<file path="src/rtl/simd_sat_accum.sv">
// Packed-SIMD running accumulator: 4x8 / 2x16 / 1x32 signed segments with
// optional saturation and sticky per-byte-lane overflow, valid/ready in and out.
module simd_sat_accum #(
   parameter int CNT_W = 8
) (
   input  logic             i_clk,
   input  logic             i_rst,
   input  logic             i_start,
   input  logic [CNT_W-1:0] i_num_terms,
   input  logic [1:0]       i_width,
   input  logic             i_saturate,
   input  logic             i_in_valid,
   output logic             o_in_ready,
   input  logic [31:0]      i_in_data,
   output logic             o_out_valid,
   input  logic             i_out_ready,
   output logic [31:0]      o_acc_out,
   output logic [3:0]       o_ovf_sticky,
   output logic             o_busy
);

   // state   | meaning
   // S_IDLE  | waiting for start
   // S_ACCUM | accepting operands until the term counter hits one
   // S_DONE  | result held on acc_out until out_ready

   typedef enum logic [1:0] {
      S_IDLE  = 2'd0,
      S_ACCUM = 2'd1,
      S_DONE  = 2'd2
   } state_t;

   state_t           r_state;
   state_t           w_next_state;
   logic [31:0]      r_acc;
   logic [CNT_W-1:0] r_cnt;
   logic [3:0]       r_ovf;
   logic [1:0]       r_width;
   logic             r_sat;

   logic             w_accept;
   logic [31:0]      w_sum;
   logic [3:0]       w_seg_ovf;
   logic [8:0]       w_b8 [4];
   logic [16:0]      w_h16 [2];
   logic [32:0]      w_w32;

   // Each helper returns {overflow, result}; overflow is reported even when clamping.
   function automatic logic [8:0] sadd8(input logic [7:0] a, input logic [7:0] b,
                                        input logic sat);
      logic [7:0] s;
      logic       ovf;
      s   = a + b;
      ovf = (a[7] == b[7]) && (s[7] != a[7]);
      if (ovf && sat) s = a[7] ? 8'h80 : 8'h7F;
      return {ovf, s};
   endfunction

   function automatic logic [16:0] sadd16(input logic [15:0] a, input logic [15:0] b,
                                          input logic sat);
      logic [15:0] s;
      logic        ovf;
      s   = a + b;
      ovf = (a[15] == b[15]) && (s[15] != a[15]);
      if (ovf && sat) s = a[15] ? 16'h8000 : 16'h7FFF;
      return {ovf, s};
   endfunction

   function automatic logic [32:0] sadd32(input logic [31:0] a, input logic [31:0] b,
                                          input logic sat);
      logic [31:0] s;
      logic        ovf;
      s   = a + b;
      ovf = (a[31] == b[31]) && (s[31] != a[31]);
      if (ovf && sat) s = a[31] ? 32'h8000_0000 : 32'h7FFF_FFFF;
      return {ovf, s};
   endfunction

   for (genvar k = 0; k < 4; k++) begin : g_b8
      assign w_b8[k] = sadd8(r_acc[8*k +: 8], i_in_data[8*k +: 8], r_sat);
   end
   for (genvar k = 0; k < 2; k++) begin : g_h16
      assign w_h16[k] = sadd16(r_acc[16*k +: 16], i_in_data[16*k +: 16], r_sat);
   end
   assign w_w32 = sadd32(r_acc, i_in_data, r_sat);

   always_comb begin
      w_sum     = r_acc;
      w_seg_ovf = '0;
      case (r_width)
         2'b00: begin
            w_sum     = {w_b8[3][7:0], w_b8[2][7:0], w_b8[1][7:0], w_b8[0][7:0]};
            w_seg_ovf = {w_b8[3][8], w_b8[2][8], w_b8[1][8], w_b8[0][8]};
         end
         2'b01: begin
            w_sum     = {w_h16[1][15:0], w_h16[0][15:0]};
            w_seg_ovf = {{2{w_h16[1][16]}}, {2{w_h16[0][16]}}};
         end
         default: begin
            w_sum     = w_w32[31:0];
            w_seg_ovf = {4{w_w32[32]}};
         end
      endcase
   end

   assign w_accept = (r_state == S_ACCUM) && i_in_valid;

   // Handshake outputs decode the registered state only.
   always_comb begin
      w_next_state = r_state;
      o_in_ready   = 1'b0;
      o_out_valid  = 1'b0;
      o_busy       = 1'b0;
      case (r_state)
         S_IDLE: begin
            if (i_start) w_next_state = (i_num_terms != '0) ? S_ACCUM : S_DONE;
         end
         S_ACCUM: begin
            o_in_ready = 1'b1;
            o_busy     = 1'b1;
            if (i_in_valid && (r_cnt == CNT_W'(1))) w_next_state = S_DONE;
         end
         S_DONE: begin
            o_out_valid = 1'b1;
            o_busy      = 1'b1;
            if (i_out_ready) w_next_state = S_IDLE;
         end
         default: w_next_state = S_IDLE;
      endcase
   end

   always_ff @(posedge i_clk) begin
      if (i_rst) r_state <= S_IDLE;
      else       r_state <= w_next_state;
   end

   always_ff @(posedge i_clk) begin
      if (i_rst) begin
         r_acc   <= '0;
         r_cnt   <= '0;
         r_ovf   <= '0;
         r_width <= '0;
         r_sat   <= 1'b0;
      end else if ((r_state == S_IDLE) && i_start) begin
         r_width <= i_width;
         r_sat   <= i_saturate;
         r_cnt   <= i_num_terms;
         r_acc   <= '0;
         r_ovf   <= '0;
      end else if (w_accept) begin
         r_acc <= w_sum;
         r_ovf <= r_ovf | w_seg_ovf;
         r_cnt <= r_cnt - CNT_W'(1);
      end
   end

   assign o_acc_out    = r_acc;
   assign o_ovf_sticky = r_ovf;

endmodule

</file>
<file path="config.mk">
export PLATFORM = sky130hd
export DESIGN_NAME = simd_sat_accum
export DESIGN_NICKNAME = d
export VERILOG_FILES = /design/src/rtl/simd_sat_accum.sv
export SDC_FILE = /design/constraint.sdc
export NUM_CORES = 1
export LEC_CHECK = 0
export CORE_MARGIN = 5
export CORE_UTILIZATION = 55
export DETAILED_ROUTE_END_ITERATION = 6
export PLACE_DENSITY = 0.79
export SYNTH_ARGS = -nofsm -noshare
export SYNTH_HDL_FRONTEND = slang
export SYNTH_SLANG_ARGS = --single-unit
</file>
<file path="constraint.sdc">
create_clock -name i_clk -period 5.1 [get_ports i_clk]
set_clock_uncertainty 0.15 [all_clocks]
set_input_delay 0.51 -clock i_clk [delete_from_list [all_inputs] [get_ports i_clk]]
set_output_delay 0.51 -clock i_clk [all_outputs]
set_load 0.02 [all_outputs]
</file>
==> flow_metrics.tcl <==
set metrics [dict create \
    area_delta_synth_final_pct 18.7 \
    htree_levels 2 \
    design.core.area_mm2 0.00964 \
    drtIter0Drc 486 \
    start_util_pct 55.7 \
    yosysWarnings 0 \
    maxSlewHeadroom_pct 30.3 \
    ios 87 \
    path_max_fanout 11 \
    postCtsHoldBufs 0 \
    r2r_setup_slack_ns 1.57 \
    rows 36 \
    via_per_inst 6.55 \
    grt_use_total_pct 29.4 \
    cp.required_ns 5.20 \
    clock_sinks 49 \
    grt-ovfl-total 0 \
    ant_nets 0 \
    grt_antenna_before_repair 0 \
    r2r-end "o_acc_out[10]$_SDFFE_PP0P_" \
    crit_arrival_ns 3.83 \
    nNetsFinal 876 \
    cts_resized 0 \
    num_vias 6035 \
    finalMaxSlewViolations 0 \
    yosysSeqAreaShare_pct 18.3 \
    gp_congestion 0.963 \
    synth_area_mm2 0.00537 \
    cp_slowest_cell "o211ai_1" \
    insertion_delay_ns 0.33 \
    die_h_um 109 \
    ir_drop_mv 0.125 \
    synthTopCellsByCount "o21ai_0, a21oi_1, nand2_1" \
    dr.pass1.iters 5 \
    yosysTopAreaCellShare_pct 18.3 \
    holdWs_ns 0.323 \
    root_buffer "clkbuf_8" \
    grt_pass1_wl_um 28200 \
    hold_violations 0 \
    critical-path-max-stage-delay_ns 0.75 \
    crit_family "compound AO/OA/AOI/OAI gates" \
    grt_pass1_vias 5665 \
    synth.avg_cell_area_um2 7.36 \
    cp-start-kind "input pin" \
    grt_max_degree 24 \
    dpl-instance-area_mm2 0.00626 \
    fin_util_pct 66.1 \
    cp-startpoint "i_in_data[20]" \
    path_class "in2reg" \
    dieArea_mm2 0.0118 \
    synth_fp_nets 817 \
    max_clock_freq_mhz 268 \
    finalCritPeriodShare_pct 73.0 \
    clockBufferDepth 2 \
    cts_setup_buffers 0 \
    synth-seq-cells 49 \
    synth_edf_count 0 \
    fin_area_mm2 0.00637 \
    port_buffers 86 \
    synth.distinct_cells 78 \
    synthCells 729 \
    synth_top_area_cell "dfxtp_1" \
    synth.area.top_cells "dfxtp_1, ha_1, o21ai_0, a21oi_1, nand2_1" \
    num_antenna_cells 0 \
    period_needed_ns 3.72 \
    place_hpwl_um 13400 \
    async_reset_ff_share_pct 0 \
    die_width_um 109 \
    power_density_mw_per_mm2 233 \
    worstMarginPinSlew_ns 1.04 \
    outcome "finished, final reports clean" \
    path_buf_inv 1 \
    path_clk_slew_ns 0.10 \
    end_kind "register" \
    routedWlPerCell_um 18.9 \
    cts_made_buffers 5 \
    path_cells "clkdlybuf4s50_1 > ha_1 > a21oi_1 > o21ai_1 > a221oi_1 > and2_1 > a21oi_2 > o211ai_1 > o21ai_0 > a31oi_1" \
    rsz0062_at_grt "false" \
    setup_viol 0 \
    worstReg2RegStart "o_acc_out[23]$_SDFFE_PP0P_" \
    wl_um 17500 \
    ff2ff_path_depth 9 \
    hp-class "reg2reg" \
    cts_tree "done" \
    maxCapViolCount 0 \
    finalSetupTns_ns 0 \
    crit_cells 10 \
    drc 0 \
    cp-endpoint "o_acc_out[10]$_SDFFE_PP0P_" \
    p_leak_nw 2.36 \
    synth.most_common_cell "o21ai_0" \
    synth_ff_type "dfxtp_1" \
    drive_gt1_share_pct 5.32 \
]
## worst min path at each step
stage | from | to | slack, ns | cells past startpoint
after floorplan | r_state[0]$_SDFFE_PP0P_ | r_state[0]$_SDFFE_PP0P_ | 0.34 | 2
after global placement | o_ovf_sticky[0]$_SDFFE_PP0P_ | o_ovf_sticky[0]$_SDFFE_PP0P_ | 0.31 | 2
after detailed placement | o_ovf_sticky[0]$_SDFFE_PP0P_ | o_ovf_sticky[0]$_SDFFE_PP0P_ | 0.30 | 2
after CTS | o_ovf_sticky[0]$_SDFFE_PP0P_ | o_ovf_sticky[0]$_SDFFE_PP0P_ | 0.32 | 2
after global routing | o_ovf_sticky[0]$_SDFFE_PP0P_ | o_ovf_sticky[0]$_SDFFE_PP0P_ | 0.36 | 2
final | o_ovf_sticky[0]$_SDFFE_PP0P_ | o_ovf_sticky[0]$_SDFFE_PP0P_ | 0.32 | 2
## cell usage in the layout, fill, tap and decap left out, types with 5 or more instances in the layout
cell type,count
clkdlybuf4s50_1,86
a21o_1,15
a21oi_1,69
o31ai_1,5
a211oi_1,17
or3_1,5
inv_1,21
clkbuf_8,5
o21ai_1,7
nand4_1,10
and3_1,5
nor2b_1,7
xnor2_1,24
nand3_1,16
a221oi_1,7
o21a_1,15
o211ai_1,7
xor2_1,19
nand2_1,68
a31oi_1,18
mux2i_1,5
and2_1,11
o21ai_0,85
dfxtp_1,49
nor2_1,58
nor3_1,13
ha_1,36
nor4_1,5
## metal layers
layer  up-vias  track usage [%]  share of wire, %
met5         -                0                 0
met4         0             8.12               1.4
met3        32             5.62               9.9
met2       334             47.7                46
met1      2822             39.8                43
li1       2847                -                 -
## registers in the layout, summed over array words and instances (netlist names), named ones only
| register | cells |
|---|---|
| r_sat | 1 |
| r_state | 2 |
| o_acc_out | 31 |
| r_width | 2 |
| r_cnt | 8 |
| o_ovf_sticky | 4 |
## through the flow
step | total power [mW] | cells | setup WS [ns]
after floorplan | 0.952 | 729 | 2.04
after global placement | 1.16 | 914 | 1.14
after detailed placement | 1.17 | 914 | 1.18
after CTS | 1.47 | 922 | 1.50
after global routing | 1.57 | 922 | 1.19
final | 1.48 | 922 | 1.38
## power by group
group	switching, mW	internal [mW]	total, mW
Clock	0.158	0.147	0.305
Sequential	0.0463	0.419	0.465
Combinational	0.427	0.286	0.713
Total	0.631	0.852	1.48
## tightest hold or removal path: stages, from the launching register on
cell	delay, ns
dfxtp_1	0.34
nand2_1	0.05
o21ai_0	0.06
## logic make-up (layout without fill, tap and decap cells)
| kind of cell | count (synthesis) | after routing | share of synthesized area [%] |
|---|---|---|---|
| compound gates | 303 | 303 | 37.9 |
| xor+xnor | 43 | 43 | 7.02 |
| fa+ha+maj | 40 | 40 | 9.88 |
| buf+inv | 59 | 119 | 4.62 |
| flops | 49 | 49 | 18.3 |
| mux | 5 | 5 | 0.932 |
| simple gates | 230 | 230 | 21.4 |
## area by class of cell
class                   instances  area (um2)
inverters                      21        78.8
fillers                       903        3270
multi-input cells             621        4140
clock buffers                   5        68.8
well taps                     133         166
repair buffers                 90         891
clock inverters                 3        46.3
flip-flops and latches         49         981
No activity file was read; power rests on OpenSTA's default activity.
